### src/rtl/graycode_pkg.sv
// rtl/graycode_pkg.sv - shared width default and binary/Gray conversion helpers
package graycode_pkg;

    localparam int DEFAULT_N = 3;

    // Helpers work on a 32-bit container; callers zero-extend narrower codes.
    function automatic logic [31:0] bin2gray(input logic [31:0] bin);
        return bin ^ (bin >> 1);
    endfunction

    function automatic logic [31:0] gray2bin(input logic [31:0] gray);
        logic [31:0] bin;
        bin[31] = gray[31];
        for (int i = 30; i >= 0; i--) begin
            bin[i] = bin[i+1] ^ gray[i];
        end
        return bin;
    endfunction

endpackage

### src/rtl/bintogray_counter_if.sv
// rtl/bintogray_counter_if.sv - control inputs and count outputs of the Gray counter
interface bintogray_counter_if #(
    parameter int N = 3
);
    logic         en;
    logic         up_dn;
    logic         load;
    logic [N-1:0] load_bin;
    logic [N-1:0] binary;
    logic [N-1:0] gray;
    logic         wrap;

    modport master (
        output en, up_dn, load, load_bin,
        input  binary, gray, wrap
    );

    modport slave (
        input  en, up_dn, load, load_bin,
        output binary, gray, wrap
    );
endinterface

### src/rtl/bintogray.sv
// rtl/bintogray.sv - combinational N-bit binary to Gray encoder
module bintogray #(
    parameter int N = 3
) (
    input  logic [N-1:0] bin_i,
    output logic [N-1:0] gray_o
);
    // MSB passes through; every lower bit is the XOR with its upper neighbour.
    assign gray_o = bin_i ^ (bin_i >> 1);
endmodule

### src/rtl/bintogray_counter.sv
// rtl/bintogray_counter.sv - up/down binary counter with registered Gray output and wrap pulse
module bintogray_counter
    import graycode_pkg::*;
#(
    parameter int N = DEFAULT_N
) (
    input  logic                 clk,
    input  logic                 rst,
    bintogray_counter_if.slave   bus
);

    localparam logic [N-1:0] STEP = {{(N-1){1'b0}}, 1'b1};

    logic [N-1:0] binary_q, binary_d;
    logic [N-1:0] gray_q, gray_d;
    logic         wrap_q, wrap_d;

    // Wrap is judged on the old value so no carry-out bit is needed.
    always_comb begin
        binary_d = binary_q;
        wrap_d   = 1'b0;
        if (bus.load) begin
            binary_d = bus.load_bin;
        end else if (bus.en) begin
            if (bus.up_dn) begin
                binary_d = binary_q + STEP;
                wrap_d   = &binary_q;
            end else begin
                binary_d = binary_q - STEP;
                wrap_d   = ~|binary_q;
            end
        end
    end

    // Encoding the next value keeps gray aligned with binary on the same edge.
    bintogray #(.N(N)) u_enc (
        .bin_i  (binary_d),
        .gray_o (gray_d)
    );

    always_ff @(posedge clk) begin
        if (rst) begin
            binary_q <= '0;
            gray_q   <= '0;
            wrap_q   <= 1'b0;
        end else begin
            binary_q <= binary_d;
            gray_q   <= gray_d;
            wrap_q   <= wrap_d;
        end
    end

    assign bus.binary = binary_q;
    assign bus.gray   = gray_q;
    assign bus.wrap   = wrap_q;

endmodule
### src/flat_wrapper.sv
// flat-port wrapper written by rule: the top's interface ports become plain ports
module bintogray_counter_flat import graycode_pkg::*;
#(
    parameter int N = DEFAULT_N
)
  (clk, rst, bus_en, bus_up_dn, bus_load, bus_load_bin, bus_binary, bus_gray, bus_wrap);
  bintogray_counter_if #(.N(N)) bus_i ();
  input  logic clk;
  input  logic rst;
  input wire logic [$bits(bus_i.en)-1:0] bus_en;
  input wire logic [$bits(bus_i.up_dn)-1:0] bus_up_dn;
  input wire logic [$bits(bus_i.load)-1:0] bus_load;
  input wire logic [$bits(bus_i.load_bin)-1:0] bus_load_bin;
  output wire logic [$bits(bus_i.binary)-1:0] bus_binary;
  output wire logic [$bits(bus_i.gray)-1:0] bus_gray;
  output wire logic [$bits(bus_i.wrap)-1:0] bus_wrap;
  assign bus_i.en = bus_en;
  assign bus_i.up_dn = bus_up_dn;
  assign bus_i.load = bus_load;
  assign bus_i.load_bin = bus_load_bin;
  assign bus_binary = bus_i.binary;
  assign bus_gray = bus_i.gray;
  assign bus_wrap = bus_i.wrap;
  bintogray_counter #(.N(N)) u_core (.clk(clk), .rst(rst), .bus(bus_i));
endmodule
### config.mk
export PLATFORM = sky130hd
export DESIGN_NAME = bintogray_counter_flat
export DESIGN_NICKNAME = d
export VERILOG_FILES = /design/src/rtl/graycode_pkg.sv /design/src/rtl/bintogray_counter_if.sv /design/src/rtl/bintogray.sv /design/src/rtl/bintogray_counter.sv /design/src/flat_wrapper.sv
export SDC_FILE = /design/constraint.sdc
export NUM_CORES = 1
export LEC_CHECK = 0
export CAP_MARGIN = 40
export CORE_AREA = 2 2 39 41
export DETAILED_ROUTE_END_ITERATION = 6
export DIE_AREA = 0 0 41 43
export PLACE_DENSITY_LB_ADDON = 0.25
export SYNTH_ARGS = -nofsm -noshare
export SYNTH_HDL_FRONTEND = slang
export SYNTH_SLANG_ARGS = --single-unit
### constraint.sdc
create_clock -name clk -period 2.34 [get_ports clk]
set_clock_uncertainty 0.15 [all_clocks]
set_input_delay 0.702 -clock clk [delete_from_list [all_inputs] [get_ports clk]]
set_output_delay 0.702 -clock clk [all_outputs]
set_load 0.01 [all_outputs]
Word-level counts from Yosys, hierarchy flattened
Index checks and enable logic that the tools add are counted.
{ "totals": {"reg_bits": 7, "output_inout_bits": 7} }
{ "op_classes": {"bitwise_logic": 2, "n_reduce_logical": 4, "add_sub_neg": 2, "muxes": 4} }
{ "ops": {"columns": ["cell", "count"], "rows": [
  ["2-to-1 mux 3 bit", 3],
  ["OR reduction 3 bit", 2],
  ["adder 3 x 1 -> 3 bit, second input constant", 1],
  ["AND reduction 3 bit", 1],
  ["subtractor 3 x 1 -> 3 bit, second input constant", 1],
  ["bitwise XOR 3 x 2 -> 3 bit", 1],
  ["logical NOT 1 bit", 1],
  ["2-to-1 mux 1 bit", 1],
  ["inverter 1 bit", 1]
]} }

Longest topological paths before layout
Gate-level depths: netlist of the first run.
{ "depth": {"word_depth": 5, "depth_mapped": 6, "depth_no_buf": 6} }

Cells and area by module
A second synthesis of the first run with hierarchy kept.
{ "hier_totals": {"cells_unflattened": 37, "area_unflattened_um2": 339.1} }
{ "modules_own_cells": {"columns": ["module", "n_inst", "cells_per_inst", "area_each_um2", "seq_area_each_um2"], "rows": [
  ["bintogray_counter", 1, 34, 314.1, 140.1],
  ["bintogray", 1, 3, 25.0, 0.0]
]} }

Worst setup path after synthesis of the first run
Ideal clock, no wire load.
{ "synth_path": {"path_type": "input -> register", "from": "input port bus_up_dn", "to": "register u_core.gray_q[1], in the netlist u_core.bus.gray[1]", "slack_ns": -0.089, "t_arrival_ns": 2.158, "path_stages": 6, "required_time_ns": 2.069, "n_path_buf": 0, "path_cell_list": "inv_1 fa_1 xor2_1 or4b_1 and3_4 mux2_4"} }
{ "synth_via": {"elab_chain_len": 4} }
{ "synth_lines": {"columns": ["element", "line", "rtl"], "rows": [
  ["start, declared", "flat_wrapper.sv:11", "input wire logic [$bits(bus_i.up_dn)-1:0] bus_up_dn;"],
  ["2-to-1 mux 3 bit", "bintogray_counter.sv:25", "if (bus.up_dn) begin"],
  ["2-to-1 mux 3 bit", "bintogray_counter.sv:24", "end else if (bus.en) begin"],
  ["2-to-1 mux 3 bit", "bintogray_counter.sv:22", "if (bus.load) begin"],
  ["bitwise XOR 3 x 2 -> 3 bit", "bintogray.sv:9", "assign gray_o = bin_i ^ (bin_i >> 1);"],
  ["end signal, assigned", "bintogray_counter.sv:48", "gray_q <= gray_d;"],
  ["end, declared", "bintogray_counter.sv:15", "logic [N-1:0] gray_q, gray_d;"]
]} }
No other way between the ends.
A chain may end at the register's enable or synchronous reset.

Worst setup path in the final report of the first run
Ends and elaborated chain as after synthesis.

==> impl_results.md, run 1 <==
* Status: completed
* Vias/cell at between 4 and 5
* Antenna-violating nets left at 0
* Register bit count reported by yosys at 6
* Seq/Total Area, Yosys at 0.378
* Ys Warns at 0
* Placement row count at 14
* Prevailing post-synth register cell: dfxtp_1
* WL/cell at just over 9 µm
* Max-cap viol count at 0
* Clock latency on the worst-skew pair at between 200 and 250 ps
* Critical Path AT at ~2300 ps
* Post-Syn Area at ~320 µm²
* Synth top area share at 0.378
* Synth Area in Adders at 0.0630
* N_diodes at 0
* Post-CTS Repair Setup Buffers at 0
* Post-Synth Simple-Gate Area at 0.240
* CP Class: input port to flop
* Number of synthesized flops with an enable pin at 0
* Layout cells sized above 1 at 0.321
* Initial antenna violation count at 0
* Compound-Gate Fraction of Synth Area at 0.0394
* Sinks on the clock net at 6
* Syn_area_per_cell at between 9 and 10 µm²
* Netlist cell types at 20
* Max Root-Sink Buffers at 2
* Core ar. at 1380 µm²
* Worst VDD drop at ~0.22 mV
* Critical Path RT at ~2300 ps
* DRC violations left at 0
* Number of global-route vias before repair at around 250
* Clock transition at path regs at about 50 ps
* Multiplexer area fraction after synthesis at 0.146
* Power density cells at ~570 nW/µm²
* Cts hold-fix bufs at 0
* GR Overflow Total at 0
* Asr flop ratio synth at 0
* Achievable Freq at around 440 MHz
* Hold violation total from the final report at 0
* Post-route minimum period at between 2000 and 2500 ps
* Worst setup EP type: flop
* Die Y at approximately 43 µm
* H-Tree Depth at 1
* Largest net degree at the start of global routing at 8
* # IOs at 15
* Critical Path Start Type: input port
* Final nets at 64
* Die width at a little over 40 µm
* Final setup fails at 0
* Starting Density at 0.230
* Post-layout instance area at roughly 550 µm²
* Slew Limit Fails at 0
* PortBufs at 14
* Post-synthesis to final-layout area growth at 73.2%
* 1st-iter DRT viols at 2
* Synth area leaders: dfxtp_1, nor2_1, fa_1
* Yosys top cell by area: dfxtp_1
* Placement Cell Area at between 500 and 600 µm²
* Worst Tran Pin Value at 248 ps
* Root cell of the clock tree: clkbuf_4
* Syn nets at 41
* Crit Path Max Fanout at 2
* Fillers at roughly 150
* RSZ-0062 raised after global routing: no
* Worst min-delay path class: flop to flop
* Drt pass-1 iters at 2
* Total CTS buffers at 3
* Final WL at around 650 µm
* Top post-synthesis cells by count: dfxtp_1, nor2_1, mux2i_1, xor2_1
* Largest family of logic cells by synthesized area: simple AND/OR/NAND/NOR gates
* First-pass GRT wire length at 1.02 mm
* GP Congestion at around 0.68
* Relative slew slack at 0.830
* TritonCTS clock tree: built
* Register area at between 100 and 150 µm²
* Gr usage total at 0.0873
* Footprint of the multi-input gates at 191 µm²
* Full die area at approximately 1800 µm²
* LEAKAGE at 0.000227 µW
* Setup TNS Final at 0 ps
* Cells after Synth at 32
* Via count at ~290
* Xor/xnor share of the synthesized area at 0.0827
* Final worst-path cycle share at 0.978
==> where the power goes <==
part	switching (µW)	internal (µW)	total, µW
registers	7.56	113	121
clock network	32.9	57.7	90.6
logic	36.4	65.8	102
total	76.9	237	314
==> final timing paths <==
check,from,end,slack [ps],depth (start not counted)
worst min-delay path,u_core.bus.gray[2],u_core.bus.wrap,410,2
worst max-delay path,bus_up_dn,u_core.bus.gray[1],50,7
worst max register to register,u_core.bus.binary[1],u_core.bus.gray[1],220,5
worst min register to register,u_core.bus.gray[2],u_core.bus.wrap,410,2
==> state kept, by name, indices dropped and copies added, names as in the netlist <==
register and cells:
u_core.bus.gray 3, u_core.bus.binary 2, u_core.bus.wrap 1
==> cells in the final DEF (no fill, tap or decap), types with 2 or more instances in the layout <==
cell,n
clkdlybuf4s50_1,13
nor2_1,6
buf_4,6
dfxtp_1,6
clkbuf_4,3
mux2i_1,2
==> routing by layer <==
metal	up-vias	wire, µm	GRT usage
met5	-	0	0
met4	0	12	0.0600
met3	2	31	0.0209
met2	10	306	0.119
met1	125	294	0.116
li1	149	-	-
==> kinds of logic after synthesis <==
kind of cell / after synthesis
simple gates: 13
flops: 6
mux: 4
xor+xnor: 3
buf+inv: 3
compound gates: 2
fa+ha+maj: 1
==> final cells by class <==
| cell class | instances | area share |
|---|---|---|
| multi-input combinational | 23 | 0.348 |
| timing repair buffer | 20 | 0.345 |
| sequential | 6 | 0.218 |
| clock buffer | 3 | 0.0409 |
| tap | 16 | 0.0364 |
| inverter | 1 | 0.0114 |
==> timing repair <==
item	4_1_cts	5_1_grt
endpoints found under the setup margin	3	1
pin swaps	3	2
resized for setup	8	1
==> critical path: stages <==
cell and delay [ps]:
buf_8 70, inv_4 20, fa_2 340, xor2_2 150
or4b_1 510, and3_4 170, mux2_4 280
==> metrics by stage <==
stage	setup WS (ps)	util	power (µW)	cells	hold WS (ps)
2_1_floorplan	-28.8	-	170	32	407
3_3_place_gp	-554	0.371	222	66	409
3_5_place_dp	-563	0.371	222	66	412
4_1_cts	-1.79	0.392	318	69	421
5_1_grt	7.76	0.398	332	69	472
6_report	51.9	0.398	314	69	409
No activity file was read; power rests on OpenSTA's default activity.
==> run 2, diff against run 1 <==
ABC_CLOCK_PERIOD_IN_PS = 2340   (was unset)
==> results of run 2 <==
Same layout as run 1: the final DEF is identical, and so are final timing and power.
==> run 3, diff against run 2 <==
CTS_CLUSTER_SIZE = 10   (was unset)
==> results of run 3 <==
Same layout as run 1: the final DEF is identical, and so are final timing and power.
